**src/rtl/mem_wb_skid_reg_if.sv**
```systemverilog
// mem_wb_skid_reg_if: valid/ready/data handshake bundle used on both sides of the MEM->WB skid register.
interface mem_wb_skid_reg_if #(parameter int W = 102);
    logic         valid;
    logic         ready;
    logic [W-1:0] data;
    modport master (output valid, output data, input ready);
    modport slave  (input valid, input data, output ready);
endinterface

```
**src/rtl/mem_wb_skid_reg.sv**
```systemverilog
// mem_wb_skid_reg: MEM->WB pipeline register with valid/ready handshake, freeze, flush and a 2-entry skid buffer.
// Define MEM_WB_STALL_CNT_EN to add the saturating stall_cnt output.
module mem_wb_skid_reg #(
    parameter int PAYLOAD_W = 102
`ifdef MEM_WB_STALL_CNT_EN
    , parameter int CNT_W = 16
`endif
) (
    input  logic              clk,
    input  logic              rst,
    input  logic              freeze,
    input  logic              flush,
    mem_wb_skid_reg_if.slave  in_if,
    mem_wb_skid_reg_if.master out_if
`ifdef MEM_WB_STALL_CNT_EN
    , output logic [CNT_W-1:0] stall_cnt
`endif
);
    typedef enum logic [1:0] {EMPTY, ONE, FULL} state_t;
    state_t               r_state, w_next;
    logic [PAYLOAD_W-1:0] r_main, r_skid;
    logic                 w_out_valid, w_accept, w_consume, w_ld_main, w_ld_skid, w_from_skid;
    // ready depends only on registered state and global controls, never on out_ready
    assign in_if.ready  = !rst && r_state != FULL && !freeze && !flush;
    assign w_out_valid  = r_state != EMPTY;
    assign out_if.valid = w_out_valid;
    assign out_if.data  = r_main;
    assign w_accept     = in_if.valid && in_if.ready;
    assign w_consume    = w_out_valid && out_if.ready && !freeze;
    always_comb begin
        w_next      = r_state;
        w_ld_main   = 1'b0;
        w_ld_skid   = 1'b0;
        w_from_skid = 1'b0;
        if (flush)
            w_next = EMPTY;
        else
            case (r_state)
                EMPTY: begin
                    w_ld_main = w_accept;
                    w_next    = w_accept ? ONE : EMPTY;
                end
                ONE: begin
                    w_ld_main = w_accept && w_consume;
                    w_ld_skid = w_accept && !w_consume;
                    w_next    = w_ld_skid ? FULL : (w_consume && !w_accept) ? EMPTY : ONE;
                end
                FULL: begin
                    w_ld_main   = w_consume;
                    w_from_skid = w_consume;
                    w_next      = w_consume ? ONE : FULL;
                end
                default: w_next = EMPTY;
            endcase
    end
    always_ff @(posedge clk or posedge rst) begin
        if (rst) begin
            r_state <= EMPTY;
            r_main  <= '0;
            r_skid  <= '0;
        end else begin
            r_state <= w_next;
            if (w_ld_main) r_main <= w_from_skid ? r_skid : in_if.data;
            if (w_ld_skid) r_skid <= in_if.data;
        end
    end
`ifdef MEM_WB_STALL_CNT_EN
    logic [CNT_W-1:0] r_stall_cnt;
    // flush deliberately leaves the count alone
    always_ff @(posedge clk or posedge rst) begin
        if (rst)
            r_stall_cnt <= '0;
        else if (w_out_valid && !out_if.ready && !freeze && r_stall_cnt != '1)
            r_stall_cnt <= r_stall_cnt + 1'b1;
    end
    assign stall_cnt = r_stall_cnt;
`endif
endmodule

```
**src/flat_wrapper.sv**
```systemverilog
// flat-port wrapper written by rule: the top's interface ports become plain ports
module mem_wb_skid_reg_flat 
#(
    parameter int PAYLOAD_W = 102

)
  (clk, rst, freeze, flush, in_if_valid, in_if_data, in_if_ready, out_if_valid, out_if_data, out_if_ready);
  mem_wb_skid_reg_if #(.W((102))) in_if_i ();
  mem_wb_skid_reg_if #(.W((102))) out_if_i ();
  input  logic clk;
  input  logic rst;
  input  logic freeze;
  input  logic flush;
  input wire logic [$bits(in_if_i.valid)-1:0] in_if_valid;
  input wire logic [$bits(in_if_i.data)-1:0] in_if_data;
  output wire logic [$bits(in_if_i.ready)-1:0] in_if_ready;
  output wire logic [$bits(out_if_i.valid)-1:0] out_if_valid;
  output wire logic [$bits(out_if_i.data)-1:0] out_if_data;
  input wire logic [$bits(out_if_i.ready)-1:0] out_if_ready;
  assign in_if_i.valid = in_if_valid;
  assign in_if_i.data = in_if_data;
  assign in_if_ready = in_if_i.ready;
  assign out_if_valid = out_if_i.valid;
  assign out_if_data = out_if_i.data;
  assign out_if_i.ready = out_if_ready;
  mem_wb_skid_reg #(.PAYLOAD_W(PAYLOAD_W)) u_core (.clk(clk), .rst(rst), .freeze(freeze), .flush(flush), .in_if(in_if_i), .out_if(out_if_i));
endmodule
```
**config.mk**
```make
export PLATFORM = sky130hd
export DESIGN_NAME = mem_wb_skid_reg_flat
export DESIGN_NICKNAME = d
export VERILOG_FILES = /design/src/rtl/mem_wb_skid_reg_if.sv /design/src/rtl/mem_wb_skid_reg.sv /design/src/flat_wrapper.sv
export SDC_FILE = /design/constraint.sdc
export NUM_CORES = 1
export LEC_CHECK = 0
export CAP_MARGIN = 15
export CORE_ASPECT_RATIO = 0.7
export CORE_MARGIN = 10
export CORE_UTILIZATION = 52
export DETAILED_ROUTE_END_ITERATION = 8
export MAX_ROUTING_LAYER = met4
export PLACE_DENSITY = 0.82
export SYNTH_ARGS = -nofsm -noshare
export SYNTH_HDL_FRONTEND = slang
export SYNTH_SLANG_ARGS = --single-unit
```
**constraint.sdc**
```tcl
create_clock -name clk -period 20 [get_ports clk]
set_input_delay 5 -clock clk [delete_from_list [all_inputs] [get_ports clk]]
set_output_delay 5 -clock clk [all_outputs]
set_load 0.01 [all_outputs]
```
==> impl_metrics.json, run 1 <==
{
  "status": "complete, no violations",
  "wl_per_cell_um": 20.8,
  "post-place-cells": 987,
  "cp.required_ns": 15.00,
  "grt_pass1_wl_mm": 33.4,
  "drt-initial-drc-count": 311,
  "tns_ns": 0,
  "final_area_um2": 12500,
  "maxCapViolCount": 0,
  "maxSlewHeadroom_pct": 31.2,
  "via_per_inst": 5.27,
  "crit_buf_inv": 2,
  "cts_buffer_depth": 3,
  "synthSimpleGateAreaFrac_pct": 1.21,
  "ant_nets": 0,
  "hp-class": "reg -> reg",
  "drc": 0,
  "worstMarginPinSlew_ns": 1.03,
  "clkTransAtPathRegs_ns": 0.06,
  "grt_pass1_vias": 5975,
  "critPathLaunch": "flush",
  "synthAdderAreaFrac_pct": 0.257,
  "synthToLayoutAreaGrowth_pct": 28.6,
  "drive_gt1_share_pct": 45.0,
  "crit_path_cell_trace": "clkdlybuf4s50_1 -> nor4_1 -> clkdlybuf4s50_1",
  "overflow": 0,
  "p_per_area_nw_per_um2": 92.2,
  "cts_sinks": 206,
  "critPathLaunchType": "input pin",
  "cp-end-kind": "primary output",
  "ios": 212,
  "root_buffer": "clkbuf_16",
  "cpMostUsedCell": "clkdlybuf4s50_1",
  "ir_drop_v": 0.0000563,
  "avgSynthCellArea_um2": 17.1,
  "rsz0062_at_grt": "no",
  "fin_crit_ns": 11.52,
  "dpl_cell_area_um2": 11900,
  "start_util_pct": 53.5,
  "syn_inst": 569,
  "yosysWarnings": 0,
  "slew_violations": 0,
  "critPathTopFamily": "buffers and inverters",
  "die_w_um": 184,
  "ys_ff_latch": 206,
  "place.gp.congestion": 0.845,
  "synth_compound_area_share_pct": 0.257,
  "synthMuxAreaShare_pct": 41.5,
  "r2r_start": "u_core.r_state[0]",
  "cts-buffers-inserted": 20,
  "synth_seq_area_share_pct": 52.9,
  "tritoncts": "built",
  "crit_fanout": 6,
  "nets": 883,
  "synth_fp_nets": 679,
  "die_h_um": 135,
  "fin_crit_sh_pct": 57.6,
  "hold_violations": 0,
  "dieArea_um2": 24700,
  "setup_viol": 0,
  "path_class": "in -> out",
  "synth_xor_area_share_pct": 0,
  "rows": 41,
  "postCtsHoldBufs": 0,
  "slowest_delay_ns": 0.61,
  "numPortBuffers": 211,
  "fin_cells": 1023,
  "final_cell_mix": "211 x clkdlybuf4s50_1, 206 x dfrtp_1, 160 x mux2_4",
  "grt_max_degree": 131,
  "wirelength_mm": 21.3,
  "p_total_mw": 1.15,
  "fp.coreArea_um2": 18200,
  "clk_latency_ns": 0.49,
  "worstPathArrival_ns": 6.52,
  "dr.pass1.iters": 4,
  "skew_ns": 0.00959,
  "hpwl_mm": 14.7,
  "hp-start": "u_core.r_skid[64]",
  "grt_usage_pct": 17.2,
  "p_leak_nw": 6.01,
  "synth.distinct_cells": 26,
  "cts_resized": 0,
  "dr_total_vias": 5388,
  "synth_area_um2": 9740,
  "postCtsSetupBuffers": 0,
  "crit_path_top_delay_cell": "clkdlybuf4s50_1",
  "synth_top_family_by_area": "multiplexers",
  "final_common_cell": "clkdlybuf4s50_1",
  "grt_antenna_before_repair": 2,
  "maxClockFrequency_ghz": 0.0868,
  "ctsHtreeMaxLevel": 1
}
-- metal layers --
metal | vias up | part of all wire, % | GRT usage (%)
met3 | 22 | 9.6 | 7.21
li1 | 2447 | - | -
met5 | - | 0 | -
met4 | 0 | 1.3 | 3.00
met1 | 2760 | 44 | 21.3
met2 | 159 | 45 | 26.3
-- flip-flops by register name, indices dropped and copies added (netlist names) --
signal              flops
u_core.out_if.data    102
u_core.r_skid         102
u_core.r_state          2
-- worst register-to-register path, stage by stage, from the launching register on --
cell,delay [ns]
dfrtp_1,0.49
nor2b_4,0.09
nor4_1,0.23
and2_1,0.21
ha_1,0.16
nand3b_1,0.13
a31oi_4,0.70
buf_4,0.72
buf_4,0.77
mux2_2,0.49
-- logic make-up after synthesis --
family	Yosys count
mux	306
simple gates	16
flops	206
compound gates	3
buf+inv	36
fa+ha+maj	2
-- cells in the mapped netlist, drive strengths merged --
library cell  count  area, um2
mux2            306       4050
dfrtp           206       5150
buf              33        363
and2              2       12.5
ha                2       25.0
inv               2       7.51
nand2             2       7.51
nand3b            2       18.8
or2               2       12.5
a21o              1       7.51
a21oi             1       5.00
a31oi             1       12.5
and2b             1       7.51
and3              1       6.26
clkbuf            1       3.75
nand2b            1       6.26
nor2              1       3.75
nor2b             1       13.8
nor3b             1       7.51
nor4              1       6.26
nor4b             1       15.0
-- final timing paths --
kind,to,slack (ns),cells after the start
max in group asynchronous,u_core.r_skid[94],13.23,3
hold reg to reg,u_core.r_skid[64],0.51,1
setup reg to reg,u_core.out_if.data[68],15.89,9
setup / recovery,in_if_ready,8.48,3
hold / removal,u_core.r_skid[64],0.51,1
min in group asynchronous,u_core.r_skid[73],5.17,2
-- where the power goes --
group,leakage [nW],internal (mW),total (mW),switching [mW]
clock,0.340,0.227,0.384,0.156
sequential,2.69,0.475,0.511,0.0358
combinational,2.99,0.174,0.260,0.0862
total,6.01,0.876,1.15,0.278
-- final cells by class --
cell class / instances / area [um2]
Fill cell: 1216 / 5680
Clock inverter: 10 / 104
Inverter: 2 / 15.0
Clock buffer: 24 / 567
Antenna cell: 2 / 5.00
Sequential cell: 206 / 5150
Multi-Input combinational cell: 327 / 4240
Tap cell: 236 / 295
Timing Repair Buffer: 216 / 2150
-- per-stage QoR --
step                      hold slack (ns)  setup slack (ns)  util, %
after floorplan                     0.477              9.38        -
after global placement              0.485              8.45     65.1
after detailed placement            0.492              8.46     65.1
after CTS                           0.507              8.47     68.8
after global routing                0.515              8.39     68.8
final                               0.505              8.48     68.8
Note: power is estimated with default switching activity, not from simulation.
==> run 2, diff against run 1 <==
CORE_UTILIZATION = 51   (was 52)
PLACE_DENSITY = 0.8   (was 0.82)
clock period = 11.5 ns   (was 20 ns; I/O delays follow)
==> impl_metrics.json, run 2 (same netlist as run 1, synthesis figures left out) <==
{
  "grt_usage_pct": 17.2,
  "rows": 42,
  "rsz0062_at_grt": "no",
  "reg2reg_setup_slack_ns": 7.55,
  "cp-end-kind": "primary output",
  "post-place-cells": 993,
  "postCtsSetupBuffers": 0,
  "cts-buffers-inserted": 21,
  "hold_ws_ns": 0.503,
  "wirelength_mm": 21.5,
  "p_per_area_nw_per_um2": 159,
  "hold_path_end": "u_core.r_skid[68]",
  "wl_met1_mm": 9.47,
  "root_buffer": "clkbuf_16",
  "nets": 884,
  "final_common_cell": "clkdlybuf4s50_1",
  "hp-start": "u_core.r_skid[68]",
  "fin_crit_ns": 7.29,
  "ctsHtreeMaxLevel": 1,
  "die_h_um": 136,
  "cpMostUsedCell": "clkdlybuf4s50_1",
  "critPathLaunch": "flush",
  "drt-initial-drc-count": 288,
  "grt_pass1_vias": 6120,
  "via_per_inst": 5.25,
  "r2r_cells": 9,
  "worstPathArrival_ns": 4.41,
  "cp.required_ns": 8.63,
  "die_w_um": 185,
  "p_leak_nw": 5.98,
  "pre_cts_slack_ns": 4.24,
  "skew_ns": 0.00636,
  "crit_path_cell_trace": "clkdlybuf4s50_1 -> nor4_1 -> clkdlybuf4s50_1",
  "maxSlewHeadroom_pct": 29.8,
  "r2r_start": "u_core.r_state[1]",
  "crit_path_top_delay_cell": "clkdlybuf4s50_1",
  "final_cell_mix": "211 x clkdlybuf4s50_1, 206 x dfrtp_1, 160 x mux2_4",
  "dr.pass1.iters": 4,
  "fin_cells": 1030,
  "fin_crit_sh_pct": 63.4,
  "timing.rr.end": "u_core.out_if.data[57]",
  "setup_viol": 0,
  "dr_total_vias": 5405,
  "ir_drop_v": 0.000108,
  "wl_per_cell_um": 20.8,
  "hp-class": "reg -> reg",
  "numPortBuffers": 211,
  "hpwl_mm": 15.0,
  "start_util_pct": 51.8,
  "overflow": 0,
  "clkTransAtPathRegs_ns": 0.06,
  "place.gp.congestion": 0.788,
  "tritoncts": "built",
  "status": "complete, no violations",
  "hold_violations": 0,
  "nFillCells": 1320,
  "worst_slack_ns": 4.21,
  "grt_antenna_before_repair": 3,
  "drc": 0,
  "wl_met2_mm": 9.70,
  "drive_gt1_share_pct": 44.2,
  "path_class": "in -> out",
  "synthToLayoutAreaGrowth_pct": 28.2,
  "fp.coreArea_um2": 18800,
  "wl_met3_mm": 1.99,
  "worstMarginPinSlew_ns": 1.05,
  "min_path_cells": 1,
  "cts_sinks": 206,
  "clk_latency_ns": 0.48,
  "topRoutingLayerUsed": "met4",
  "grt_pass1_wl_mm": 33.8,
  "ios": 212,
  "cts_buffer_depth": 3,
  "ant_nets": 0,
  "crit_fanout": 6,
  "grt_max_degree": 136,
  "cts_resized": 0,
  "maxCapViolCount": 0,
  "slowest_delay_ns": 0.61,
  "critPathLaunchType": "input pin",
  "postCtsHoldBufs": 0,
  "dieArea_um2": 25100,
  "tns_ns": 0,
  "slew_violations": 0,
  "maxClockFrequency_ghz": 0.137
}
-- run 2: changes by cell type in the layout (fill, tap and decap cells not counted), sizes merged --
cell,change
diode,+1
clkbuf,+5
clkinvlp,+1
clkinv,-5
bufinv,-1
-- run 2: metal layers --
metal / up-vias / track usage (%)
met5: - / -
met1: 2775 / 21.6
met4: 0 / 3.33
li1: 2452 / -
met2: 153 / 26.1
met3: 25 / 6.83
-- run 2: power by group --
group | total [mW] | leakage, nW | switching, mW | internal (mW)
Clock | 0.640 | 0.306 | 0.270 | 0.370
Combinational | 0.450 | 2.99 | 0.147 | 0.302
Sequential | 0.892 | 2.69 | 0.0656 | 0.826
-- run 2: worst max path at each step --
stage                                 end  slack [ns]
floorplan           u_core.out_if.data[0]        3.00
global placement              in_if_ready        4.23
detailed placement            in_if_ready        4.24
CTS                           in_if_ready        4.21
global route                  in_if_ready        4.12
finish                        in_if_ready        4.21
-- run 2: final cells by class --
class	instances	area, um2	share of cell area [%]
clock buffers	29	576	4.61
well taps	242	303	2.42
inverters	2	15.0	0.120
diodes	3	7.51	0.0601
multi-input cells	327	4240	33.9
repair buffers	216	2150	17.2
clock inverters	5	52.6	0.421
flip-flops and latches	206	5150	41.3
-- run 2: critical path, delay by kind of cell --
family / cells / cell delay (ns)
buffers and inverters: 2 / 1.15
and+or+nand+nor: 1 / 0.38
-- run 2: through the flow --
| step | area, um2 | util (%) | total power, mW |
|---|---|---|---|
| floorplan | 9740 | - | 1.09 |
| global placement | 11900 | 63.0 | 1.34 |
| detailed placement | 11900 | 63.0 | 1.36 |
| CTS | 12500 | 66.4 | 2.01 |
| global route | 12500 | 66.4 | 2.06 |
| finish | 12500 | 66.4 | 1.98 |
